**src/rtl/fp16_divider.sv**
```systemverilog
// Multi-cycle IEEE-754 binary16 divider: restoring division, round-to-nearest-even, fixed 17-cycle latency.
// Define FP16_DIV_SUBNORMAL_EN to normalise subnormal operands and produce subnormal results.
module fp16_divider (
  input  logic        clk,
  input  logic        rst_n,
  input  logic        in_valid,
  output logic        in_ready,
  input  logic [15:0] a,
  input  logic [15:0] b,
  output logic        out_valid,
  input  logic        out_ready,
  output logic [15:0] out,
  output logic        div_by_zero
);

  localparam int unsigned MANT_W     = 11;
  localparam int unsigned QUO_W      = 14;
  localparam int unsigned EXP_W      = 7;
  localparam int unsigned CNT_W      = 4;
  localparam int unsigned DIV_CYCLES = 14;

  typedef enum logic [2:0] {IDLE, UNPACK, NORM, DIV, ROUND, DONE} state_t;

  state_t                    state;
  logic [15:0]               a_r, b_r;
  logic                      sign_r;
  logic signed [EXP_W-1:0]   exp_r;
  logic [MANT_W-1:0]         ma_r, mb_r;
  logic [MANT_W:0]           rem_r;
  logic [QUO_W-1:0]          quo_r;
  logic [CNT_W-1:0]          cnt_r;
  logic                      special_r;
  logic [15:0]               special_val_r;
  logic                      special_dbz_r;

`ifdef FP16_DIV_SUBNORMAL_EN
  function automatic logic [3:0] lzc11(input logic [MANT_W-1:0] m);
    logic [3:0] n;
    logic       found;
    n     = 4'd0;
    found = 1'b0;
    for (int i = MANT_W - 1; i >= 0; i--) begin
      if (!found) begin
        if (m[i]) found = 1'b1;
        else      n = n + 4'd1;
      end
    end
    return n;
  endfunction
`endif

  // Operand classification, significand extraction and raw exponent difference
  logic [4:0]              ea_c, eb_c, ea_eff_c, eb_eff_c;
  logic [9:0]              fa_c, fb_c;
  logic                    a_zero_c, b_zero_c, a_inf_c, b_inf_c, a_nan_c, b_nan_c;
  logic [MANT_W-1:0]       ma_c, mb_c;
  logic signed [EXP_W-1:0] exp_c;
  logic                    sign_c, special_c, special_dbz_c;
  logic [15:0]             special_val_c;

  always_comb begin
    ea_c          = a_r[14:10];
    eb_c          = b_r[14:10];
    fa_c          = a_r[9:0];
    fb_c          = b_r[9:0];
    sign_c        = a_r[15] ^ b_r[15];
    ea_eff_c      = (ea_c == 5'd0) ? 5'd1 : ea_c;
    eb_eff_c      = (eb_c == 5'd0) ? 5'd1 : eb_c;
    exp_c         = EXP_W'({2'b00, ea_eff_c}) - EXP_W'({2'b00, eb_eff_c}) + EXP_W'(15);
    a_inf_c       = (ea_c == 5'd31) && (fa_c == 10'd0);
    b_inf_c       = (eb_c == 5'd31) && (fb_c == 10'd0);
    a_nan_c       = (ea_c == 5'd31) && (fa_c != 10'd0);
    b_nan_c       = (eb_c == 5'd31) && (fb_c != 10'd0);
`ifdef FP16_DIV_SUBNORMAL_EN
    a_zero_c      = (ea_c == 5'd0) && (fa_c == 10'd0);
    b_zero_c      = (eb_c == 5'd0) && (fb_c == 10'd0);
    ma_c          = {ea_c != 5'd0, fa_c};
    mb_c          = {eb_c != 5'd0, fb_c};
`else
    a_zero_c      = (ea_c == 5'd0);
    b_zero_c      = (eb_c == 5'd0);
    ma_c          = (ea_c != 5'd0) ? {1'b1, fa_c} : '0;
    mb_c          = (eb_c != 5'd0) ? {1'b1, fb_c} : '0;
`endif
    special_c     = 1'b1;
    special_dbz_c = 1'b0;
    special_val_c = 16'h0000;
    if (a_nan_c || b_nan_c || (a_zero_c && b_zero_c) || (a_inf_c && b_inf_c)) begin
      special_val_c = 16'h7E00;
    end else if (b_zero_c) begin
      special_val_c = {sign_c, 15'h7C00};
      special_dbz_c = !a_inf_c;
    end else if (a_inf_c) begin
      special_val_c = {sign_c, 15'h7C00};
    end else if (a_zero_c || b_inf_c) begin
      special_val_c = {sign_c, 15'h0000};
    end else begin
      special_c     = 1'b0;
    end
  end

  // Left-justify subnormal significands so bit 10 is always set before dividing
  logic [MANT_W-1:0]       ma_n_c, mb_n_c;
  logic signed [EXP_W-1:0] exp_n_c;

  always_comb begin
    ma_n_c  = ma_r;
    mb_n_c  = mb_r;
    exp_n_c = exp_r;
`ifdef FP16_DIV_SUBNORMAL_EN
    ma_n_c  = ma_r << lzc11(ma_r);
    mb_n_c  = mb_r << lzc11(mb_r);
    exp_n_c = exp_r - EXP_W'(lzc11(ma_r)) + EXP_W'(lzc11(mb_r));
`endif
  end

  // One restoring-division step: compare, conditionally subtract, shift
  logic                div_ge_c;
  logic [MANT_W-1:0]   rem_sub_c;
  logic [MANT_W:0]     rem_next_c;
  logic [QUO_W-1:0]    quo_next_c;

  always_comb begin
    div_ge_c   = rem_r >= {1'b0, mb_r};
    rem_sub_c  = div_ge_c ? MANT_W'(rem_r - {1'b0, mb_r}) : MANT_W'(rem_r);
    rem_next_c = {rem_sub_c, 1'b0};
    quo_next_c = {quo_r[QUO_W-2:0], div_ge_c};
  end

  // Normalise quotient, round to nearest even, then pack with range handling
  logic [QUO_W-1:0]        q_c;
  logic signed [EXP_W-1:0] e_c;
  logic [MANT_W-1:0]       mant_c;
  logic [MANT_W:0]         sum_c;
  logic                    guard_c, round_c, sticky_c, inc_c;
  logic [15:0]             result_c;
`ifdef FP16_DIV_SUBNORMAL_EN
  logic [EXP_W-1:0]        sh_c;
  logic [MANT_W-1:0]       sub_c;
`endif

  always_comb begin
    q_c = quo_r;
    e_c = exp_r;
    if (!q_c[QUO_W-1]) begin
      q_c = {q_c[QUO_W-2:0], 1'b0};
      e_c = e_c - EXP_W'(1);
    end
    mant_c   = q_c[QUO_W-1:3];
    guard_c  = q_c[2];
    round_c  = q_c[1];
    sticky_c = q_c[0] | (rem_r != '0);
    inc_c    = guard_c & (round_c | sticky_c | mant_c[0]);
    sum_c    = {1'b0, mant_c} + (MANT_W+1)'(inc_c);
    if (sum_c[MANT_W]) begin
      mant_c = sum_c[MANT_W:1];
      e_c    = e_c + EXP_W'(1);
    end else begin
      mant_c = sum_c[MANT_W-1:0];
    end
`ifdef FP16_DIV_SUBNORMAL_EN
    sh_c  = EXP_W'(EXP_W'(1) - e_c);
    sub_c = mant_c >> sh_c;
`endif
    if (special_r) begin
      result_c = special_val_r;
    end else if (e_c >= 7'sd31) begin
      result_c = {sign_r, 15'h7C00};
    end else if (e_c <= 7'sd0) begin
`ifdef FP16_DIV_SUBNORMAL_EN
      result_c = {sign_r, 5'd0, sub_c[9:0]};
`else
      result_c = {sign_r, 15'h0000};
`endif
    end else begin
      result_c = {sign_r, e_c[4:0], mant_c[9:0]};
    end
  end

  // Sequencer and all registered state
  always_ff @(posedge clk) begin
    if (!rst_n) begin
      state         <= IDLE;
      in_ready      <= 1'b0;
      out_valid     <= 1'b0;
      out           <= 16'h0000;
      div_by_zero   <= 1'b0;
      a_r           <= '0;
      b_r           <= '0;
      sign_r        <= 1'b0;
      exp_r         <= '0;
      ma_r          <= '0;
      mb_r          <= '0;
      rem_r         <= '0;
      quo_r         <= '0;
      cnt_r         <= '0;
      special_r     <= 1'b0;
      special_val_r <= '0;
      special_dbz_r <= 1'b0;
    end else begin
      case (state)
        IDLE: begin
          if (in_ready && in_valid) begin
            a_r      <= a;
            b_r      <= b;
            in_ready <= 1'b0;
            state    <= UNPACK;
          end else begin
            in_ready <= 1'b1;
          end
        end
        UNPACK: begin
          sign_r        <= sign_c;
          exp_r         <= exp_c;
          ma_r          <= ma_c;
          mb_r          <= mb_c;
          special_r     <= special_c;
          special_val_r <= special_val_c;
          special_dbz_r <= special_dbz_c;
          state         <= NORM;
        end
        NORM: begin
          ma_r  <= ma_n_c;
          mb_r  <= mb_n_c;
          exp_r <= exp_n_c;
          rem_r <= {1'b0, ma_n_c};
          quo_r <= '0;
          cnt_r <= '0;
          state <= DIV;
        end
        DIV: begin
          rem_r <= rem_next_c;
          quo_r <= quo_next_c;
          if (cnt_r == CNT_W'(DIV_CYCLES - 1)) begin
            cnt_r <= '0;
            state <= ROUND;
          end else begin
            cnt_r <= cnt_r + CNT_W'(1);
          end
        end
        ROUND: begin
          out         <= result_c;
          div_by_zero <= special_r & special_dbz_r;
          out_valid   <= 1'b1;
          state       <= DONE;
        end
        DONE: begin
          if (out_ready) begin
            out_valid <= 1'b0;
            in_ready  <= 1'b1;
            state     <= IDLE;
          end
        end
        default: begin
          state <= IDLE;
        end
      endcase
    end
  end

endmodule
```
**config.mk**
```make
export PLATFORM = sky130hd
export DESIGN_NAME = fp16_divider
export DESIGN_NICKNAME = d
export VERILOG_FILES = /design/src/rtl/fp16_divider.sv
export SDC_FILE = /design/constraint.sdc
export NUM_CORES = 1
export LEC_CHECK = 0
export CAP_MARGIN = 40
export CORE_MARGIN = 1
export CORE_UTILIZATION = 50
export DETAILED_ROUTE_END_ITERATION = 10
export PLACE_DENSITY = 0.7
export SYNTH_ARGS = -nofsm -noshare
export SYNTH_HDL_FRONTEND = slang
export SYNTH_SLANG_ARGS = --single-unit
```
**constraint.sdc**
```tcl
create_clock -name clk -period 3.8 [get_ports clk]
set_input_delay 0.76 -clock clk [delete_from_list [all_inputs] [get_ports clk]]
set_output_delay 0.76 -clock clk [all_outputs]
set_load 0.01 [all_outputs]
```
==> metrics.cfg, run 1 <==
[outcome]
status=completed

[clock_network]
cts.clk_slew.worst_paths_ps=60
cts_root_buffer=clkbuf_16
cts_tree=yes
post_cts_buffers=0
clk_latency_ps=420
cts.sinks=119
cts_resized=0
ctsHoldBuffers=0
htreeDepth=4
cts_buffers=17
cts.path.max_buffers=2

[synthesis]
syn_inst=874
synth_warnings=0
synth_edf_count=0
ys.flop_type=dfxtp_1
syn_area_um2=6620
synth_fp_nets=934
avgSynthCellArea_um2=7.57
synth_top_area_cell=dfxtp_1
synth_cell_types=72
synth-async-reset-ratio_pct=0
ys_ff_latch=119
synth.area.top_cells=dfxtp_1, nand2_1, a21oi_1
ys_seq_area_share_pct=36.0
yosysTopAreaCellShare_pct=36.0

[routing]
drc=0
drt-wirelength-per-cell_um=15.3
via_count=6192
drt.antenna.violating_nets=0
viasPerCell=5.71
drtIter0Drc=402
dr.pass1.iters=5
finalWirelength_um=16600

[pwr]
power.total_mw=6.41
p_leak_nw=2.76
power_density_nw_per_um2=817
ir_drop_v=0.000380

[setup_path]
required_ps=4100
startpoint_type=register
rr_worst_depth=10
worstSetupEndpointType=register
crit_type=reg -> reg
cp_cell_sequence=inv_1 > mux2i_1 > ha_1 > xnor2_1 > or4_1 > a311o_1 > o311ai_1 > nand2_1 > nand4_4 > o21ai_0
crit_end=out[7]$_SDFFE_PN0P_
timing.rr.start=quo_r[13]$_SDFFE_PN0P_
critPathMaxStageDelay_ps=620
r2r_setup_slack_ps=500
crit_start=quo_r[13]$_SDFFE_PN0P_
critPathMaxFanout=13
worstPathArrival_ps=3600
r2r_end=out[7]$_SDFFE_PN0P_
slowest_stage=dfxtp_1

[placed_design]
dp_hpwl_um=12200
gp_congestion=0.900
place_area_um2=7250
dp_worst_setup_slack_ps=527
io_buffers=54
dp_cells=1052

[final_layout]
synthToLayoutAreaGrowth_pct=18.7
final_cells=1084
nNetsFinal=959
mostFrequentLayoutCell=nand2_1
fin_area_um2=7860
diodes=0
final_util_pct=61.5
most-common-layout-cells=nand2_1, dfxtp_1, a21oi_1
drive_gt1_share_pct=7.57

[floorplanning]
core_area_um2=12800
row_count=41
initial_core_util_pct=51.8
die_h_um=117
die_x_um=117
dieArea_um2=13700
io_pins=55

[timing]
holdWs_ps=448
worstMarginPinSlew_ps=721
final.setup.tns_ps=0
period_minus_slack_ps=3300
min_period_over_period_pct=87.0
grt_setup_unrepaired=false
relSlewSlack_pct=51.8
max_clock_freq_ghz=0.303
drv_slew=0
clock_skew_ps=6.55
setup_viol=0
worst_slack_ps=495
finalHoldViolations=0

[min_path]
hold_class=reg -> reg

[flow_run]
max-cap-violations=0

[grt]
antenna_found_initial=0
grt_use_total_pct=25.9
first_global_vias=5689
grt_pass1_wl_um=27600
grt-ovfl-total=0
grt_max_degree=39

worst min-delay path by stage:
stage | from | to | slack [ps] | cells past startpoint
after floorplan | ma_n_c[8]$_SDFFE_PN0N_ | ma_n_c[8]$_SDFFE_PN0N_ | 430 | 2
after global placement | out[2]$_SDFFE_PN0P_ | out[2]$_SDFFE_PN0P_ | 430 | 2
after detailed placement | out[4]$_SDFFE_PN0P_ | out[4]$_SDFFE_PN0P_ | 440 | 2
after CTS | ma_n_c[4]$_SDFFE_PN0N_ | ma_n_c[4]$_SDFFE_PN0N_ | 450 | 2
after global routing | ma_n_c[4]$_SDFFE_PN0N_ | ma_n_c[4]$_SDFFE_PN0N_ | 470 | 2
final | out[4]$_SDFFE_PN0P_ | out[4]$_SDFFE_PN0P_ | 450 | 2
worst max-delay path: cells and delay by family (launching register included):
family                   cells  cell delay [ps]
multiplexers                 1              260
buffers and inverters        1              270
AND/OR/NAND/NOR              3              790
XOR/XNOR                     1              150
flip-flops                   1              620
adder cells (fa/ha/maj)      1              250
AO/OA/AOI/OAI                3              840
synthesized netlist by cell type, types with 8 or more instances:
cell type  number
a211oi_1       12
a21oi_1       108
clkbuf_1       55
dfxtp_1       119
ha_1           22
inv_1          34
mux2i_1         8
nand2_1       152
nand2b_1       10
nand3_1        57
nor2_1         45
nor2b_1        12
nor3_1         18
nor4_1         11
o211ai_1       14
o21ai_0        44
or3_1           8
xnor2_1        14
xor2_1         17
kinds of logic after synthesis:
kind of cell / synth area share [%]
AND/OR/NAND/NOR: 25.8
AO/OA/AOI/OAI: 21.4
flip-flops: 36.0
buffers and inverters: 5.86
XOR/XNOR: 4.46
adder cells (fa/ha/maj): 4.76
multiplexers: 1.72
per-layer routing:
metal | part of all wire [%] | GRT usage [%] | vias up
met5 | 0 | 0 | -
li1 | - | - | 3126
met3 | 3.4 | 5.20 | 20
met1 | 47 | 34.0 | 2922
met2 | 48 | 42.8 | 124
met4 | 1.6 | 8.52 | 0
state kept, by name, indices dropped and copies added (netlist names):
name	count
a_r	16
exp_n_c	7
special_val_r	3
special_r	1
b_r	16
special_dbz_r	1
ma_n_c	11
out	16
cnt_r	4
sign_r	1
rem_r	12
mb_n_c	11
in_ready	1
out_valid	1
state	3
quo_r	14
div_by_zero	1
cell type report:
class                   count  area [um^2]
clock buffers              18          439
clock inverters            14          166
fillers                  1161         4920
inverters                  35          131
multi-input cells         656         3850
flip-flops and latches    119         2380
well taps                 172          215
repair buffers             70          666
report_power, final:
group	internal (mW)	total (mW)	switching, mW	leakage, nW
combinational	1.23	3.12	1.89	1.51
clock	0.999	1.62	0.623	0.287
sequential	1.43	1.67	0.237	0.964
No activity file was read; power rests on OpenSTA's default activity.
==> run 2, diff against run 1 <==
--- a/config.mk
+++ b/config.mk
@@ -10,6 +10,7 @@
 export CORE_UTILIZATION = 50
 export DETAILED_ROUTE_END_ITERATION = 10
 export PLACE_DENSITY = 0.7
+export SETUP_SLACK_MARGIN = 0.1
 export SYNTH_ARGS = -nofsm -noshare
 export SYNTH_HDL_FRONTEND = slang
 export SYNTH_SLANG_ARGS = --single-unit
==> results of run 2 <==
Same layout as run 1: the final DEF is identical, and so are final timing and power.
==> RTL edit (flow settings as in run 1) <==
The localparam `CNT_W` goes from 4 to 6.
--- a/src/rtl/fp16_divider.sv
+++ b/src/rtl/fp16_divider.sv
@@ -16,7 +16,7 @@
   localparam int unsigned MANT_W     = 11;
   localparam int unsigned QUO_W      = 14;
   localparam int unsigned EXP_W      = 7;
-  localparam int unsigned CNT_W      = 4;
+  localparam int unsigned CNT_W      = 6;
   localparam int unsigned DIV_CYCLES = 14;
 
   typedef enum logic [2:0] {IDLE, UNPACK, NORM, DIV, ROUND, DONE} state_t;
Formal check against the unedited RTL: same outputs for any inputs over 10 cycles, from zero or initial values and one cycle with rst_n low; that may be too few to reach the edited logic, so the function may still have changed.
==> RTL edit against run 1 <==
  * Power down 1.6%
  * Die area about the same
  * Final area is 0.33% lower
  * Clock skew down 0.00078 ns
  * Non-clock buffer count decreased by 1
  * Via count is essentially flat
  * Setup slack worse by 0.14 ns
  * Core utilization is 0.21 points lower
  * Area after synthesis is essentially flat
  * Sequential cell count up 2
  * Combinational power shrank 6%
  * Routed wire length shrank 1.5%
  * Clock power increased by 2%
  * Largest power group unchanged
  * Highest routed layer unchanged
==> RTL edit: results (changes against run 1) <==
outcome=complete, no violations; first-pass GRT wire length=28.1 mm (+1.9%); via count of the routed design=6,196 (+0.065%); top cells by area, synth=dfxtp_1, nand2_1, a21oi_1; leakage=2.75 nW (-0.33%); Netlist cell types=68 (-5.6%); post-DP HPWL=11.8 mm (-3.9%); post-synthesis sequential area ratio=36.6% (+0.63 points); filler instances=1,144 (-1.5%); RR Startpoint=exp_n_c[0]; placed cell areas=7220 µm² (-0.45%); post-synthesis adder-cell area fraction=4.77% (about the same); WHS=0.446 ns (-0.00168 ns); R2R Path End=out[8]; register area=2420 µm² (+1.7%); #MultiIn Comb=646 (-1.5%); vias in the first global route=5,849 (+2.8%); R2R depth=12 (+2); Compound-Gate Fraction of Synth Area=21.5% (+0.073 points); cell area after layout=7830 µm² (-0.33%); Layout clock area frac=7.82% (+0.11 points); Total GRT Usage=26.5% (+0.55 points); crit path DAT=3.81 ns (+0.21 ns); Synth Area in XOR/XNOR=4.24% (-0.22 points); clk sink count=121 (+1.7%); Final Net Count=954 (-0.52%); non-clock inverter count=39 (+11%); Cell Int Power=0.00375 W (+2.4%); Worst VDD drop=405 µV (+6.6%); CLK BUF=21 (+3); crit path max fanout=10 (-3); buffers outside the clock class=69 (-1.4%)
[RTL edit: per-layer routing]
metal | wire, µm | part of all wire [%] | up-vias | GRT usage [%]
li1 | - | - | 3108 | -
met1 | 7580 | 46 | 2884 | 33.9
met2 | 7590 | 46 | 171 | 42.5
met3 | 851 | 5.2 | 33 | 6.95
met4 | 360 | 2.2 | 0 | 10.6
met5 | 0 | 0 | - | 0
[RTL edit: kinds of logic after synthesis]
logic type	Yosys count
AND/OR/NAND/NOR	347
AO/OA/AOI/OAI	231
flip-flops	121
buffers and inverters	106
XOR/XNOR	30
adder cells (fa/ha/maj)	24
multiplexers	14
[RTL edit: power groups by stage]
| stage | registers [W] | logic [W] | clock network [W] |
|---|---|---|---|
| detailed placement | 0.00173 | 0.00291 | 0 |
| floorplan | 0.00162 | 0.00230 | 0 |
| CTS | 0.00170 | 0.00294 | 0.00170 |
| global route | 0.00174 | 0.00328 | 0.00175 |
| global placement | 0.00172 | 0.00286 | 0 |
| finish | 0.00171 | 0.00294 | 0.00166 |
[RTL edit: critical path, cell delays in order, from the launching register on]
cell and delay, ns:
dfxtp_1 0.54, inv_1 0.09, ha_1 0.32, mux2i_1 0.34, ha_1 0.32, and2_1 0.16
nand4_1 0.12, o21ai_0 0.20, a32oi_1 0.14, xnor2_1 0.34, mux2i_1 0.39, and3_4 0.28
a32o_2 0.16
[RTL edit: per-stage QoR]
| stage | cells | setup WS (ns) | total power [W] |
|---|---|---|---|
| after global routing | 1078 | 0.0592 | 0.00677 |
| after global placement | 1046 | 0.546 | 0.00458 |
| final | 1078 | 0.351 | 0.00631 |
| after CTS | 1078 | 0.362 | 0.00633 |
| after floorplan | 873 | 0.739 | 0.00392 |
| after detailed placement | 1047 | 0.395 | 0.00463 |
